**src/rtl/id_ex_stage.sv**
```systemverilog
// -----------------------------------------------------------------------------
// id_ex_stage
//
// Decode-to-execute pipeline register that sits directly after the register
// file. Each cycle it does four things:
//   - Captures the RD1/RD2 read data and the decode fields into the ID/EX
//     register.
//   - Forwards same-cycle writeback data into the operands. The register file
//     read cannot see a write that happens in the same cycle.
//   - Detects a load-use hazard against the instruction now in EX. When it
//     finds one it stalls the front end and inserts a bubble.
//   - Inserts a bubble when a taken branch/jump flush arrives from EX.
//
// Ports:
//   clk, rst          clock; synchronous active-low reset (0 = reset)
//   flush             kill the instruction that would enter EX this cycle
//   id_*              IF/ID instruction, decode fields, RD1/RD2 read data
//   wb_we/wb_rd/wb_wd writeback port (same signals as the register file write)
//   stall_if_id       combinational: hold PC and IF/ID this cycle
//   ex_*              registered ID/EX contents
//   perf_stalls       saturating count of load-use bubbles inserted
// -----------------------------------------------------------------------------
module id_ex_stage #(
  parameter int XLEN   = 32,
  parameter int CTRL_W = 8,
  parameter int CNT_W  = 16
) (
  input  logic              clk,
  input  logic              rst,
  input  logic              flush,
  input  logic              id_valid,
  input  logic [XLEN-1:0]   id_pc,
  input  logic [XLEN-1:0]   id_imm,
  input  logic [4:0]        id_rs1,
  input  logic [4:0]        id_rs2,
  input  logic [4:0]        id_rd,
  input  logic              id_uses_rs1,
  input  logic              id_uses_rs2,
  input  logic [XLEN-1:0]   id_rd1,
  input  logic [XLEN-1:0]   id_rd2,
  input  logic              id_reg_write,
  input  logic              id_mem_read,
  input  logic              id_mem_write,
  input  logic [CTRL_W-1:0] id_ctrl,
  input  logic              wb_we,
  input  logic [4:0]        wb_rd,
  input  logic [XLEN-1:0]   wb_wd,
  output logic              stall_if_id,
  output logic              ex_valid,
  output logic              ex_reg_write,
  output logic              ex_mem_read,
  output logic              ex_mem_write,
  output logic [XLEN-1:0]   ex_pc,
  output logic [XLEN-1:0]   ex_imm,
  output logic [XLEN-1:0]   ex_rs1_val,
  output logic [XLEN-1:0]   ex_rs2_val,
  output logic [4:0]        ex_rs1,
  output logic [4:0]        ex_rs2,
  output logic [4:0]        ex_rd,
  output logic [CTRL_W-1:0] ex_ctrl,
  output logic [CNT_W-1:0]  perf_stalls
);

  typedef struct packed {
    logic              valid;
    logic              reg_write;
    logic              mem_read;
    logic              mem_write;
    logic [XLEN-1:0]   pc;
    logic [XLEN-1:0]   imm;
    logic [XLEN-1:0]   rs1_val;
    logic [XLEN-1:0]   rs2_val;
    logic [4:0]        rs1;
    logic [4:0]        rs2;
    logic [4:0]        rd;
    logic [CTRL_W-1:0] ctrl;
  } ex_t;

  ex_t              ex_q;
  ex_t              ex_d;
  logic             hazard;
  logic             wb_fwd1;
  logic             wb_fwd2;
  logic [CNT_W-1:0] stall_cnt;

  // x0 is hard-wired to zero, so a write to it must never be forwarded.
  assign wb_fwd1 = wb_we && (wb_rd != 5'd0) && (wb_rd == id_rs1);
  assign wb_fwd2 = wb_we && (wb_rd != 5'd0) && (wb_rd == id_rs2);

  // A load in EX delivers its data too late for a consumer in ID. The bubble
  // clears ex_mem_read, so the hazard can only last a single cycle.
  assign hazard = ex_q.valid && ex_q.mem_read && (ex_q.rd != 5'd0) && id_valid &&
                  ((id_uses_rs1 && (id_rs1 == ex_q.rd)) ||
                   (id_uses_rs2 && (id_rs2 == ex_q.rd)));

  // A flush kills the stalled instruction anyway, so holding IF/ID would only
  // delay the redirect.
  assign stall_if_id = hazard && !flush && rst;

  // Capture value for the normal (non-bubble) case.
  always_comb begin
    // NOTE: default the whole struct first so that no field can be left
    // unassigned on some path and turn into a latch.
    ex_d           = '0;
    ex_d.valid     = id_valid;
    // An invalid slot may carry stale control bits; never let them reach EX.
    ex_d.reg_write = id_valid && id_reg_write;
    ex_d.mem_read  = id_valid && id_mem_read;
    ex_d.mem_write = id_valid && id_mem_write;
    ex_d.pc        = id_pc;
    ex_d.imm       = id_imm;
    ex_d.rs1_val   = wb_fwd1 ? wb_wd : id_rd1;
    ex_d.rs2_val   = wb_fwd2 ? wb_wd : id_rd2;
    ex_d.rs1       = id_rs1;
    ex_d.rs2       = id_rs2;
    ex_d.rd        = id_rd;
    ex_d.ctrl      = id_ctrl;
  end

  // NOTE: sequential state uses non-blocking assignments only. Every register
  // then samples pre-edge values, whatever order the blocks are evaluated in.
  always_ff @(posedge clk) begin
    if (!rst) begin
      ex_q      <= '0;
      stall_cnt <= '0;
    end else if (flush) begin
      ex_q <= '0;
    end else if (hazard) begin
      ex_q <= '0;
      if (stall_cnt != '1) begin
        stall_cnt <= stall_cnt + 1'b1;
      end
    end else begin
      ex_q <= ex_d;
    end
  end

  assign ex_valid     = ex_q.valid;
  assign ex_reg_write = ex_q.reg_write;
  assign ex_mem_read  = ex_q.mem_read;
  assign ex_mem_write = ex_q.mem_write;
  assign ex_pc        = ex_q.pc;
  assign ex_imm       = ex_q.imm;
  assign ex_rs1_val   = ex_q.rs1_val;
  assign ex_rs2_val   = ex_q.rs2_val;
  assign ex_rs1       = ex_q.rs1;
  assign ex_rs2       = ex_q.rs2;
  assign ex_rd        = ex_q.rd;
  assign ex_ctrl      = ex_q.ctrl;
  assign perf_stalls  = stall_cnt;

endmodule
```
**config.mk**
```make
export PLATFORM = sky130hd
export DESIGN_NAME = id_ex_stage
export DESIGN_NICKNAME = d
export VERILOG_FILES = /design/src/rtl/id_ex_stage.sv
export SDC_FILE = /design/constraint.sdc
export NUM_CORES = 1
export LEC_CHECK = 0
export BUFFER_PORTS_ARGS = -buffer_cell sky130_fd_sc_hd__buf_2
export CORE_MARGIN = 2
export CORE_UTILIZATION = 30
export DETAILED_ROUTE_END_ITERATION = 10
export SYNTH_ARGS = -nofsm -noshare
export SYNTH_HDL_FRONTEND = slang
export SYNTH_SLANG_ARGS = --single-unit
```
**constraint.sdc**
```tcl
create_clock -name clk -period 1.9 [get_ports clk]
set_input_delay 0.285 -clock clk [delete_from_list [all_inputs] [get_ports clk]]
set_output_delay 0.285 -clock clk [all_outputs]
set_load 0.1 [all_outputs]
```
Word level (Yosys, flattened, before mapping)

Index checks and enable logic that the tools add are counted.

Add/subtract/negate cells: 1
Mux-type cells: 2
Reduce and logical (&&, ||, !) cells: 20
Bitwise operators: 2
Equality and inequality tests: 5

Operators by type and width:

| operator                                       | number |
|---|---|
| two-way mux 32 bit                             | 2 |
| equality test 5 bit                            | 4 |
| adder 16 x 1 -> 16 bit (second input constant) | 1 |
| != test 16 bit (second input constant)         | 1 |
| logical AND 1 bit                              | 14 |
| nonzero test 5 bit                             | 2 |
| AND reduction 3 bit                            | 1 |
| OR reduction 3 bit                             | 1 |
| NOT 1 bit                                      | 2 |
| zero test 1 bit                                | 1 |
| logical OR 1 bit                               | 1 |

Word-level logic and storage cells: 43
Output and inout port bits: 172
Bits in registers: 171
Input bits: 198

Depth between registers and ports, before layout

Depth in word-level cells: 6
Depth in mapped cells: 7
Mapped depth without buffers: 6

Least setup slack after synthesis

OpenSTA, ideal clock, no wires.

Kind: register -> output
Start point: reg ex_q (netlist bit ex_rd[3])
End point: out stall_if_id
Path slack: -2.529 ns
Path buffers: 2
Stages on the path, launching flop included: 7
Data required time: 1.615 ns
Arrival time: 4.144 ns
Path through: dfxtp_1 xor2_1 nor4_2 a32oi_1 buf_6 clkbuf_8 nor3b_1

Word-level cells in the longest chain between the ends: 6
Elaborated cells between the ends (all ways): 11
Those cells by class: eq/ne: 2; reduce/logical: 9

Ends and longest elaborated chain:

| item                                                  | RTL line   | RTL |
|---|---|---|
| from (decl)                                           | 79         | `ex_t ex_q;` |
| from (signal assigned)                                | 124        | `ex_q <= '0;` |
| from (signal assigned)                                | 127        | `ex_q <= '0;` |
| from (signal assigned)                                | 129        | `ex_q <= '0;` |
| equality test 5 bit (tied with other cells)           | 93         | `((id_uses_rs1 && (id_rs1 == ex_q.rd)) \|\|` |
| logical AND 1 bit (on tied branches)                  | 93, 92, 94 |  |
| logical OR 1 bit or logical AND 1 bit (tied branches) | 93, 92     |  |
| logical AND 1 bit *                                   | 92         | `assign hazard = ex_q.valid && ex_q.mem_read && (ex_q.rd != 5'd0) && id_valid &&` |
| logical AND 1 bit * (2 in a row)                      | 98         | `assign stall_if_id = hazard && !flush && rst;` |
| to (decl)                                             | 48         | `output logic stall_if_id,` |

Every way passes the cells marked *; elsewhere a longest branch is shown, timed or not.

Worst setup path in the final report

Start point: reg ex_q (netlist bit ex_rd[2])
End point: out stall_if_id

Same word-level chain as after synthesis.

==> flow_summary.yaml <==
detailed_routing:
  ant_nets: 0
  vias_per_cell: 4.376
  vias: 5492
  first_pass_iters: 4
  dr.first_iter.drc_count: 148
  drc_errors: 0
  wl_um: 21820
  wl_per_cell_um: 17.39
pwr:
  p_leak_nw: 4.925
  irDropWorstVdd_mv: 0.5696
  total_power_mw: 9.450
  power_density_mw_per_mm2: 902.2
placement:
  place.gp.congestion: 0.7865
  post-place-ws_ps: -152.3
  placed_cells: 1182
  io_buffers: 369
  place_hpwl_um: 14190
cells_and_area:
  finalNonFillerCells: 1255
  nets: 1174
  area_growth_pct: 77.24
  nFillCells: 1772
  drive_gt1_share_pct: 66.60
  final_util_pct: 53.99
logic_synthesis:
  synthFlopType: "dfxtp_1"
  synth-edff-count: 0
  ys_top_cells_by_area: "dfxtp_1 (58%), mux2i_1 (13%), and2_1 (9.3%)"
  syn_area_mm2: 0.005909
  syn_inst: 543
  async_flop_share_pct: 0
  synth_most_common_cell: "dfxtp_1"
  syn_area_per_cell_um2: 10.88
  synth_cell_type_count: 42
  synth_nets: 742
  synth_commonest_cells: "dfxtp_1 (171), and2_1 (88), mux2i_1 (75)"
  synth_top_cell_by_area: "dfxtp_1"
  yosys_warnings: 0
  yosysSeqAreaShare_pct: 57.93
  synth.top_cell.area_share_pct: 57.93
  yosys_register_bits: 171
clock_network:
  root_buffer: "clkbuf_16"
  cts_htree_levels: 4
  insertion_delay_ps: 420
  cts_inserted_buffers: 17
  cts_tree: "built"
  clkSlewWorstSetupHoldPaths_ps: 70
  cts_buffer_depth: 2
  cts.sinks: 171
setup_path:
  path_class: "register to output pin"
  arrival_ps: 2050
  cp.required_ps: 1620
  startpoint_type: "register"
  worstPathMaxFanout: 4
  cp-end-kind: "output pin"
sta:
  fin_crit_ps: 2333
  fmax_mhz: 428.7
  hold_viol: 0
  max-slew-margin-rel_pct: 63.49
  slew_violations: 0
  setup_violations: 170
  tightest_slew_ps: 551.4
  finalSetupTns_ps: -43940
  period_share_pct: 122.8
  setup_slack_ps: -432.6
  rsz0062_at_grt: "yes"
  fin_worst_skew_ps: 10.28
floorplan:
  num_rows: 51
  start_util_pct: 30.46
  ios: 370
  die_h_um: 144.4
  die_w_um: 144.4
  die-area_mm2: 0.02084
  core_area_mm2: 0.01940
grt:
  grt_usage_pct: 19.51
  grt_pass1_wl_um: 30020
  antenna_found_initial: 3
  overflow: 0
  grt_max_degree: 33
  grt_pass1_vias: 5350
worst_hold_path:
  hold_path.class: "primary input to register"
status:
  status: "finished, violations left"
  violations: "negative setup slack"
flow_run:
  drv_cap: 0
[flip-flops by register name, indices dropped and copies added, names as in the netlist]
register / count
ex_mem_write: 1
ex_rs1: 5
ex_rd: 5
ex_mem_read: 1
ex_imm: 32
ex_rs1_val: 32
ex_ctrl: 8
ex_reg_write: 1
ex_rs2: 5
perf_stalls: 16
ex_pc: 32
ex_rs2_val: 32
ex_valid: 1
[per-layer routing]
| layer | vias to the layer above | track usage [%] | routed length [um] |
|---|---|---|---|
| met5 | - | 0 | 13 |
| met3 | 25 | 6.523 | 1848 |
| met1 | 2549 | 21.60 | 8362 |
| met2 | 243 | 34.07 | 11160 |
| li1 | 2673 | - | - |
| met4 | 2 | 8.482 | 436 |
[what timing repair did]
item,in CTS,in global routing
pin swaps,107,52
resized for setup,127,120
hold buffers,0,0
setup endpoints to repair,169,171
buffers inserted,22,10
gates cloned,20,4
[cell type report]
type	instances	area [um^2]	area share, %
timing repair buffer	441	2908	27.76
multi-input combinational	341	3088	29.48
sequential	171	3502	33.44
tap	265	331.6	3.166
clock buffer	19	454.2	4.336
clock inverter	13	173.9	1.660
antenna	2	5.005	0.04778
inverter	3	11.26	0.1075
[critical path: stages, from the launching register on]
cell and delay [ps]:
dfxtp_4 360, buf_6 120, xor2_2 140, nor4_2 270, a32oi_2 160, buf_6 160
nor3b_4 210, buf_12 200
[stage by stage]
step | cell area (um^2) | hold WS [ps]
2_1_floorplan | 6018 | 405.9
3_3_place_gp | 8392 | 472.9
3_5_place_dp | 8392 | 485.4
4_1_cts | 10230 | 38.16
5_1_grt | 10470 | 47.84
6_report | 10470 | 70.18
[power by group]
part	leakage, nW	internal, mW	total [mW]	switching, mW
registers	1.42	3.69	3.73	0.0356
clock network	0.311	2.18	3.71	1.53
logic	3.19	0.591	2.01	1.42
[layout by cell type (no fill, tap or decap), types with 7 or more instances in the layout]
master,instances
nand2b_1,10
buf_16,7
mux2i_1,75
buf_4,28
nand3_1,7
clkbuf_16,21
buf_6,10
nor2_1,24
xnor2_1,8
nor4_4,8
nand2_1,18
xor2_1,11
nor2_4,36
buf_12,20
dfxtp_4,20
buf_2,368
and2_4,86
dfxtp_1,148
[path summary, 6_finish.rpt]
path,startpoint,endpoint,slack [ps],depth (start not counted)
worst max-delay path,ex_rd[2],stall_if_id,-430,7
worst min-delay path,id_ctrl[3],ex_ctrl[3],70,2
worst max register to register,ex_rd[2],ex_rd[3],-410,12
worst min register to register,perf_stalls[8],perf_stalls[8],490,2
[kinds of logic (layout without fill, tap and decap cells)]
family	Yosys count	in the layout	share of synthesized area (%)
and+or+nand+nor	226	226	20.92
adders and majority gates	1	1	0.2117
buffers and inverters	32	476	2.922
xor gates and xnor gates	20	20	2.964
DFF	171	171	57.93
other	0	2	0
AOI/OAI and AO/OA	18	19	2.350
muxes	75	75	12.70
(Power assumes the default switching activity.)
